===== config.mk =====
export PLATFORM = sky130hd
export DESIGN_NAME = mdu_issue_arb
export DESIGN_NICKNAME = d
export VERILOG_FILES = /design/src/rtl/mdu_issue_arb.sv
export SDC_FILE = /design/constraint.sdc
export NUM_CORES = 1
export LEC_CHECK = 0
export ABC_CLOCK_PERIOD_IN_PS = 5400
export BUFFER_PORTS_ARGS = -buffer_cell sky130_fd_sc_hd__buf_2
export CORE_ASPECT_RATIO = 0.5
export CORE_MARGIN = 2
export CORE_UTILIZATION = 30
export DETAILED_ROUTE_END_ITERATION = 7
export PLACE_DENSITY_LB_ADDON = 0.1
export SYNTH_ARGS = -nofsm -noshare
export SYNTH_HDL_FRONTEND = slang
export SYNTH_SLANG_ARGS = --single-unit

===== constraint.sdc =====
create_clock -name clk -period 5.4 [get_ports clk]
set_input_delay 0.27 -clock clk [delete_from_list [all_inputs] [get_ports clk]]
set_output_delay 0.27 -clock clk [all_outputs]
set_load 0.01 [all_outputs]

===== src/rtl/mdu_issue_arb.sv =====
// rtl/mdu_issue_arb.sv - oldest-first arbiter feeding the shared MDU through a one-entry output stage
module mdu_issue_arb #(
  parameter int N_REQ     = 4,
  parameter int ROB_DEPTH = 16,
  parameter int ROB_PTR_W = $clog2(ROB_DEPTH),
  parameter int TAG_W     = 6
) (
  input  logic                       clk,
  input  logic                       rst,
  input  logic                       flush,
  input  logic [ROB_PTR_W-1:0]       rob_head,
  input  logic [N_REQ-1:0]           req_valid,
  input  logic [N_REQ*3-1:0]         req_opc,
  input  logic [N_REQ*32-1:0]        req_src1,
  input  logic [N_REQ*32-1:0]        req_src2,
  input  logic [N_REQ*TAG_W-1:0]     req_tag,
  input  logic [N_REQ*ROB_PTR_W-1:0] req_inst_id,
  output logic [N_REQ-1:0]           req_grant,
  output logic                       mdu_req,
  input  logic                       mdu_rdy,
  output logic [2:0]                 mdu_opc,
  output logic [31:0]                mdu_src1,
  output logic [31:0]                mdu_src2,
  output logic [TAG_W-1:0]           mdu_tag,
  output logic [ROB_PTR_W-1:0]       mdu_inst_id,
  output logic [31:0]                issue_cnt
);

  localparam int IDX_W = (N_REQ > 1) ? $clog2(N_REQ) : 1;

  logic [IDX_W-1:0]     win_idx;
  logic                 win_found;
  logic [ROB_PTR_W-1:0] win_age;
  logic [ROB_PTR_W-1:0] age;
  logic                 load;
  logic                 grant_any;
  logic                 xfer;

  // Age is distance from rob_head modulo the ROB; strict '<' keeps the lowest index on ties.
  always_comb begin
    win_found = 1'b0;
    win_idx   = '0;
    win_age   = '0;
    age       = '0;
    for (int i = 0; i < N_REQ; i++) begin
      age = req_inst_id[i*ROB_PTR_W +: ROB_PTR_W] - rob_head;
      if (req_valid[i] && (!win_found || age < win_age)) begin
        win_found = 1'b1;
        win_idx   = IDX_W'(i);
        win_age   = age;
      end
    end
  end

  assign load      = ~flush & (~mdu_req | mdu_rdy);
  assign grant_any = load & win_found & ~rst;
  assign xfer      = mdu_req & mdu_rdy & ~flush;

  always_comb begin
    req_grant = '0;
    if (grant_any) req_grant[win_idx] = 1'b1;
  end

  always_ff @(posedge clk) begin
    if (rst) begin
      mdu_req     <= 1'b0;
      mdu_opc     <= '0;
      mdu_src1    <= '0;
      mdu_src2    <= '0;
      mdu_tag     <= '0;
      mdu_inst_id <= '0;
      issue_cnt   <= '0;
    end else begin
      if (flush) begin
        mdu_req <= 1'b0;
      end else if (grant_any) begin
        mdu_req     <= 1'b1;
        mdu_opc     <= req_opc[win_idx*3 +: 3];
        mdu_src1    <= req_src1[win_idx*32 +: 32];
        mdu_src2    <= req_src2[win_idx*32 +: 32];
        mdu_tag     <= req_tag[win_idx*TAG_W +: TAG_W];
        mdu_inst_id <= req_inst_id[win_idx*ROB_PTR_W +: ROB_PTR_W];
      end else if (mdu_req && mdu_rdy) begin
        mdu_req <= 1'b0;
      end
      if (xfer) issue_cnt <= issue_cnt + 32'd1;
    end
  end

  a_grant_onehot: assert property (@(posedge clk) $onehot0(req_grant));
  a_no_grant_flush: assert property (@(posedge clk) flush |-> (req_grant == '0));
  a_payload_stable: assert property (@(posedge clk)
    (!rst && mdu_req && !mdu_rdy) |=> $stable({mdu_opc, mdu_src1, mdu_src2, mdu_tag, mdu_inst_id}));

endmodule


Yosys cells after proc, flatten, opt, wreduce, memory -nomap -nowiden

Index checks and enable logic that the tools add are counted.

Muxes and demuxes: 15
Reductions and logical operators: 14
$mul: 2
Shift-type cells: 5
Add/subtract/negate cells: 5
Bitwise operators: 9
Magnitude comparators: 5

Operator list:

| kind                    | number |
|---|---|
| $shiftx A128 B8 Y32     | 2 |
| $add A32 B1 Y32 const B | 1 |
| $shiftx A24 B6 Y6       | 1 |
| $mux W4                 | 4 |
| $shiftx A16 B5 Y4       | 1 |
| $sub A4 B4 Y4           | 4 |
| $lt A4 B4 Y1            | 3 |
| $shiftx A12 B5 Y3       | 1 |
| $mul A2 B2 Y4 const B   | 2 |
| $mux W1                 | 8 |
| $and A1 B1 Y1           | 5 |
| $logic_and A1 B1 Y1     | 5 |
| $mux W2                 | 2 |
| $logic_not A1 Y1        | 3 |
| $logic_or A1 B1 Y1      | 3 |
| $lt A2 B3 Y1 const B    | 1 |
| $not A1 Y1              | 3 |
| $demux W1 S2            | 1 |
| $ge A2 B1 Y1 const B    | 1 |
| $reduce_and A2 Y1       | 1 |
| $reduce_bool A2 Y1      | 1 |
| $reduce_or A2 Y1        | 1 |
| $or A1 B1 Y1            | 1 |

Bits in registers: 110
Output and inout bits: 114
Logic and storage cells: 62
Input port bits: 320

Depth between registers and ports, before layout

Depth in word-level cells: 19
Gate-level depth with buffers: 31
Mapped depth without buffers: 26

Worst setup path after synthesis

No wires, ideal clock.

Path kind: input -> output
From: input port rob_head[1]
To: output port req_grant[1]
Stages on the path: 30
Required time: 5130 ps
Setup slack: -702 ps
Arrival time: 5832 ps
Path buffers: 5
Path through: inv_1 > ha_1 > a21o_1 > a21oi_1 > xnor2_1 > inv_1 > ha_1 > nor3b_1 > a21oi_1 > nand2_2 > buf_2 > mux2_2 > ha_1 > o211ai_1 > a21oi_1 > o32ai_1 > o21ba_2 > buf_6 > buf_6 > nor2_1 > a21o_1 > ha_1 > a21oi_1 > a22o_1 > and4b_1 > a32o_1 > nand2b_1 > buf_2 > clkbuf_1 > nor3b_1

Longest elaborated chain between the ends: 19
Elaborated cells between the ends (all ways): 32
Those cells by class: add/sub (4); order compare (5); mux (12); bitwise (2); reduce/logical (9)

RTL lines:

| what                                                                      | line | text |
|---|---|---|
| start, declared                                                           | 11   | `input logic [ROB_PTR_W-1:0] rob_head,` |
| $sub A4 B4 Y4                                                             | 46   | `age = req_inst_id[i*ROB_PTR_W +: ROB_PTR_W] - rob_head;` |
| $mux W4                                                                   | 47   | `if (req_valid[i] && (!win_found \|\| age < win_age)) begin` |
| $lt A4 B4 Y1                                                              | 47   |  |
| $logic_or A1 B1 Y1                                                        | 47   |  |
| $logic_and A1 B1 Y1                                                       | 47   |  |
| $mux W4 / $mux W1 (equally long branches)                                 | 47   |  |
| $lt A4 B4 Y1 / $logic_not A1 Y1 (equally long branches)                   | 47   |  |
| $logic_or A1 B1 Y1                                                        | 47   |  |
| [... 3 more ...]                                                          | --   |  |
| $logic_or A1 B1 Y1                                                        | 47   |  |
| $logic_and A1 B1 Y1                                                       | 47   |  |
| $mux W2                                                                   | 47   |  |
| $lt A2 B3 Y1 (not written as such) / $ge A2 B1 Y1 (equally long branches) | 61   | `if (grant_any) req_grant[win_idx] = 1'b1;` |
| $logic_and A1 B1 Y1 (not written as such)                                 | 61   |  |
| $mux W1 (not written as such)                                             | 61   |  |
| $demux W1 S2                                                              | 61   |  |
| $mux W4 (*)                                                               | 61   |  |
| end, declared                                                             | 18   | `output logic [N_REQ-1:0] req_grant,` |

Mark *: on every way between the ends. The rest lies on a longest branch, timed or not.

Worst setup path after layout

Same ends and word-level chain as after synthesis.

==> metrics.cfg <==
[synth]
synthFlopType = dfxtp_1
synth_edf_count = 0
syn-instance-count = 792
yosys_warnings = 0
async_flop_share = 0
netlist_area_mm2 = 0.007533
synth_nets = 1138
synth_seq_cells = 110
synth_cell_type_count = 55
ys_seq_area_frac = 0.2923
synth.avg_cell_area_um2 = 9.512

[floorplan]
core_area_mm2 = 0.02432
rows = 40
num_io_pins = 434
dieWidth_um = 228.1
dieArea_mm2 = 0.02647
initial_core_util = 0.3097
die_h_um = 116.1

[run]
maxCapViolCount = 0

[routing]
wl_mm = 27.14
vias_per_cell = 4.824
dr.pass1.iters = 6
drtAntennaViolNets = 0
drtIter0Drc = 344
vias = 7516
post_drt_wl_per_cell_um = 17.42
drc = 0

[setup_path]
reg2reg_slack_ps = 3100
cp-end-kind = output pin
arrival_ps = 5050
critPathMaxFanout = 7
criticalPathCategory = input port to output pin
startpoint_type = input port
cp.required_ps = 5130
regToRegStartpoint = issue_cnt[3]
r2r-end = issue_cnt[27]
r2r_cells = 6

[power_and_ir_drop]
p_leak_nw = 5.074
pwr_density_cell_mw_per_mm2 = 279.8
vdd_ir_drop_max_mv = 0.1870

[clock_tree]
clock_latency_ps = 370
cts_sinks = 110
cts_root_buf = clkbuf_16
htreeDepth = 3
clockBufferDepth = 2
path_clk_slew_ps = 80
numCtsBuffers = 9
cts_tree = yes

[timing]
report.final.hold_viol_count = 0
relSlewSlack = 0.3427
fmax_ghz = 0.1878
finalWorstSetupSlack_ps = 75.51
fin_skew_ps = 10.91
rsz0062_at_grt = true
fin_setup_tns_ps = 0
slew_viol_final = 0
holdWs_ps = 130.6
period_share = 0.9860
setup_viol = 0
tightestPinTransition_ps = 986.0
fin_crit_ps = 5324

[place]
pre_cts_ws_ps = -120.6
numPortBuffers = 433
dpl.cell_count = 1522
dp_hpwl_mm = 20.77
gp_congestion = 0.8279

[cells_and_area]
fillCellCount = 2442
multi_input_area_mm2 = 0.005132
nNetsFinal = 1562
final_core_util = 0.4378
syn_to_final_growth_pct = 41.34
final_cells = 1558
layout.area.seq_mm2 = 0.002202
drive_gt1_frac = 0.5414

[outcome]
status = complete, no violations

[hold_path]
worstHoldStart = flush
hold_depth = 2
min_to = mdu_req
hold_path_class = input port to register

[global_routing]
grt_pass1_vias = 7258
grt_usage = 0.1924
grt.overflow.total = 0
antenna_found_initial = 1
grt_first_pass_wirelength_mm = 39.99
grt_max_degree = 78

worst max path at each step:
stage | startpoint | endpoint | depth (start not counted)
after floorplan | rob_head[1] | req_grant[1] | 30
after global placement | rob_head[1] | req_grant[1] | 26
after detailed placement | rob_head[1] | mdu_inst_id[1] | 26
after CTS | rob_head[1] | req_grant[1] | 26
after global routing | rob_head[1] | req_grant[1] | 27
final | rob_head[1] | req_grant[1] | 27
report_power, final:
| part | switching (mW) | internal, mW | leakage [nW] |
|---|---|---|---|
| clock network | 0.348 | 0.372 | 0.151 |
| logic | 0.622 | 0.739 | 4.02 |
| registers | 0.0298 | 0.870 | 0.900 |
worst max-delay path, stage by stage:
cell        delay, ps
buf_6              70
clkinvlp_4        140
ha_4              260
nor2b_1           120
o21a_1            190
nor3_1            170
nand3b_1          210
ha_4              240
nor3b_4           220
a21oi_2            80
nand2_4            90
mux2_4            320
ha_4              280
o211ai_1          130
a21oi_2           180
o32ai_2            80
o21ba_4           280
nor2_2             40
a21o_1            200
ha_4              280
nand3_2            60
a22o_1            210
and4b_1           170
a32o_2            240
nand2b_4          170
nor3b_4           200
buf_2             150
synth_stat cells (4+ instances only):
cell type,count,area [um^2]
and4_1,7,61.31
nand2_1,20,75.07
a21o_1,4,30.03
nand4_1,12,75.07
o21ai_0,8,40.04
fa_1,4,80.08
xnor2_1,15,131.4
buf_12,4,80.08
nand3_1,11,55.05
buf_2,17,85.08
or3_1,4,25.02
nor3_1,6,30.03
a21oi_1,14,70.07
mux2_4,41,615.6
mux2_1,9,101.4
mux2_2,103,1160
o221a_1,77,867.1
nand2b_1,4,25.02
inv_1,17,63.81
clkbuf_1,29,108.9
dfxtp_1,110,2202
nor2_1,186,698.2
ha_1,22,275.3
xor2_1,23,201.4
area by class of cell:
| class | instances | area share |
|---|---|---|
| Inverter | 17 | 0.006345 |
| Sequential cell | 110 | 0.2068 |
| Clock buffer | 9 | 0.02115 |
| Multi-Input combinational cell | 608 | 0.4820 |
| Clock inverter | 7 | 0.008578 |
| Timing Repair Buffer | 470 | 0.2354 |
| Antenna cell | 1 | 0.0002350 |
| Tap cell | 336 | 0.03948 |
placed cells by master, fill, tap and decap left out, drive strengths merged, types with 4 or more instances in the layout:
master / Yosys / layout
a21o: 4 / 4
a21oi: 14 / 14
and4: 7 / 7
buf: 28 / 470
clkbuf: 29 / 9
dfxtp: 110 / 110
fa: 4 / 4
ha: 22 / 22
inv: 17 / 19
mux2: 153 / 153
nand2: 21 / 21
nand2b: 4 / 4
nand3: 11 / 11
nand4: 12 / 12
nor2: 186 / 186
nor3: 6 / 6
nor4: 4 / 4
o21ai: 11 / 11
o221a: 77 / 77
or3: 4 / 4
xnor2: 15 / 15
xor2: 23 / 23
layer usage:
| metal | global-route usage | vias to the layer above | share of wire |
|---|---|---|---|
| li1 | - | 3716 | - |
| met1 | 0.2409 | 3587 | 0.45 |
| met2 | 0.3339 | 184 | 0.49 |
| met3 | 0.05020 | 29 | 0.047 |
| met4 | 0.04706 | 0 | 0.017 |
| met5 | 0 | - | 0 |
kinds of logic (layout without fill, tap and decap cells):
group / after synthesis / count (layout) / synth area share
simple gates: 269 / 269 / 0.1603
mux: 156 / 156 / 0.2531
compound gates: 119 / 119 / 0.1516
flops: 110 / 110 / 0.2923
buf+inv: 74 / 503 / 0.05132
xor+xnor: 38 / 38 / 0.04418
fa+ha+maj: 26 / 26 / 0.04717
other cells: 0 / 1 / 0
sequential cells by signal, indices dropped and copies added, names as in the netlist:
signal       cells
mdu_opc          3
issue_cnt       32
mdu_req          1
mdu_src1        32
mdu_tag          6
mdu_src2        32
mdu_inst_id      4
through the flow:
stage	instance area, um^2	power, mW
2_1_floorplan	7691	1.867
3_3_place_gp	10100	2.190
3_5_place_dp	10100	2.207
4_1_cts	10490	2.968
5_1_grt	10650	3.161
6_report	10650	2.980
what timing repair did:
item,in CTS,in global routing
resized for setup,4,17
hold buffers,0,0
pin swaps,6,28
setup endpoints to repair,3,76
buffers inserted,8,11
endpoints found under the hold margin,0,0
No activity file was read; power rests on OpenSTA's default activity.
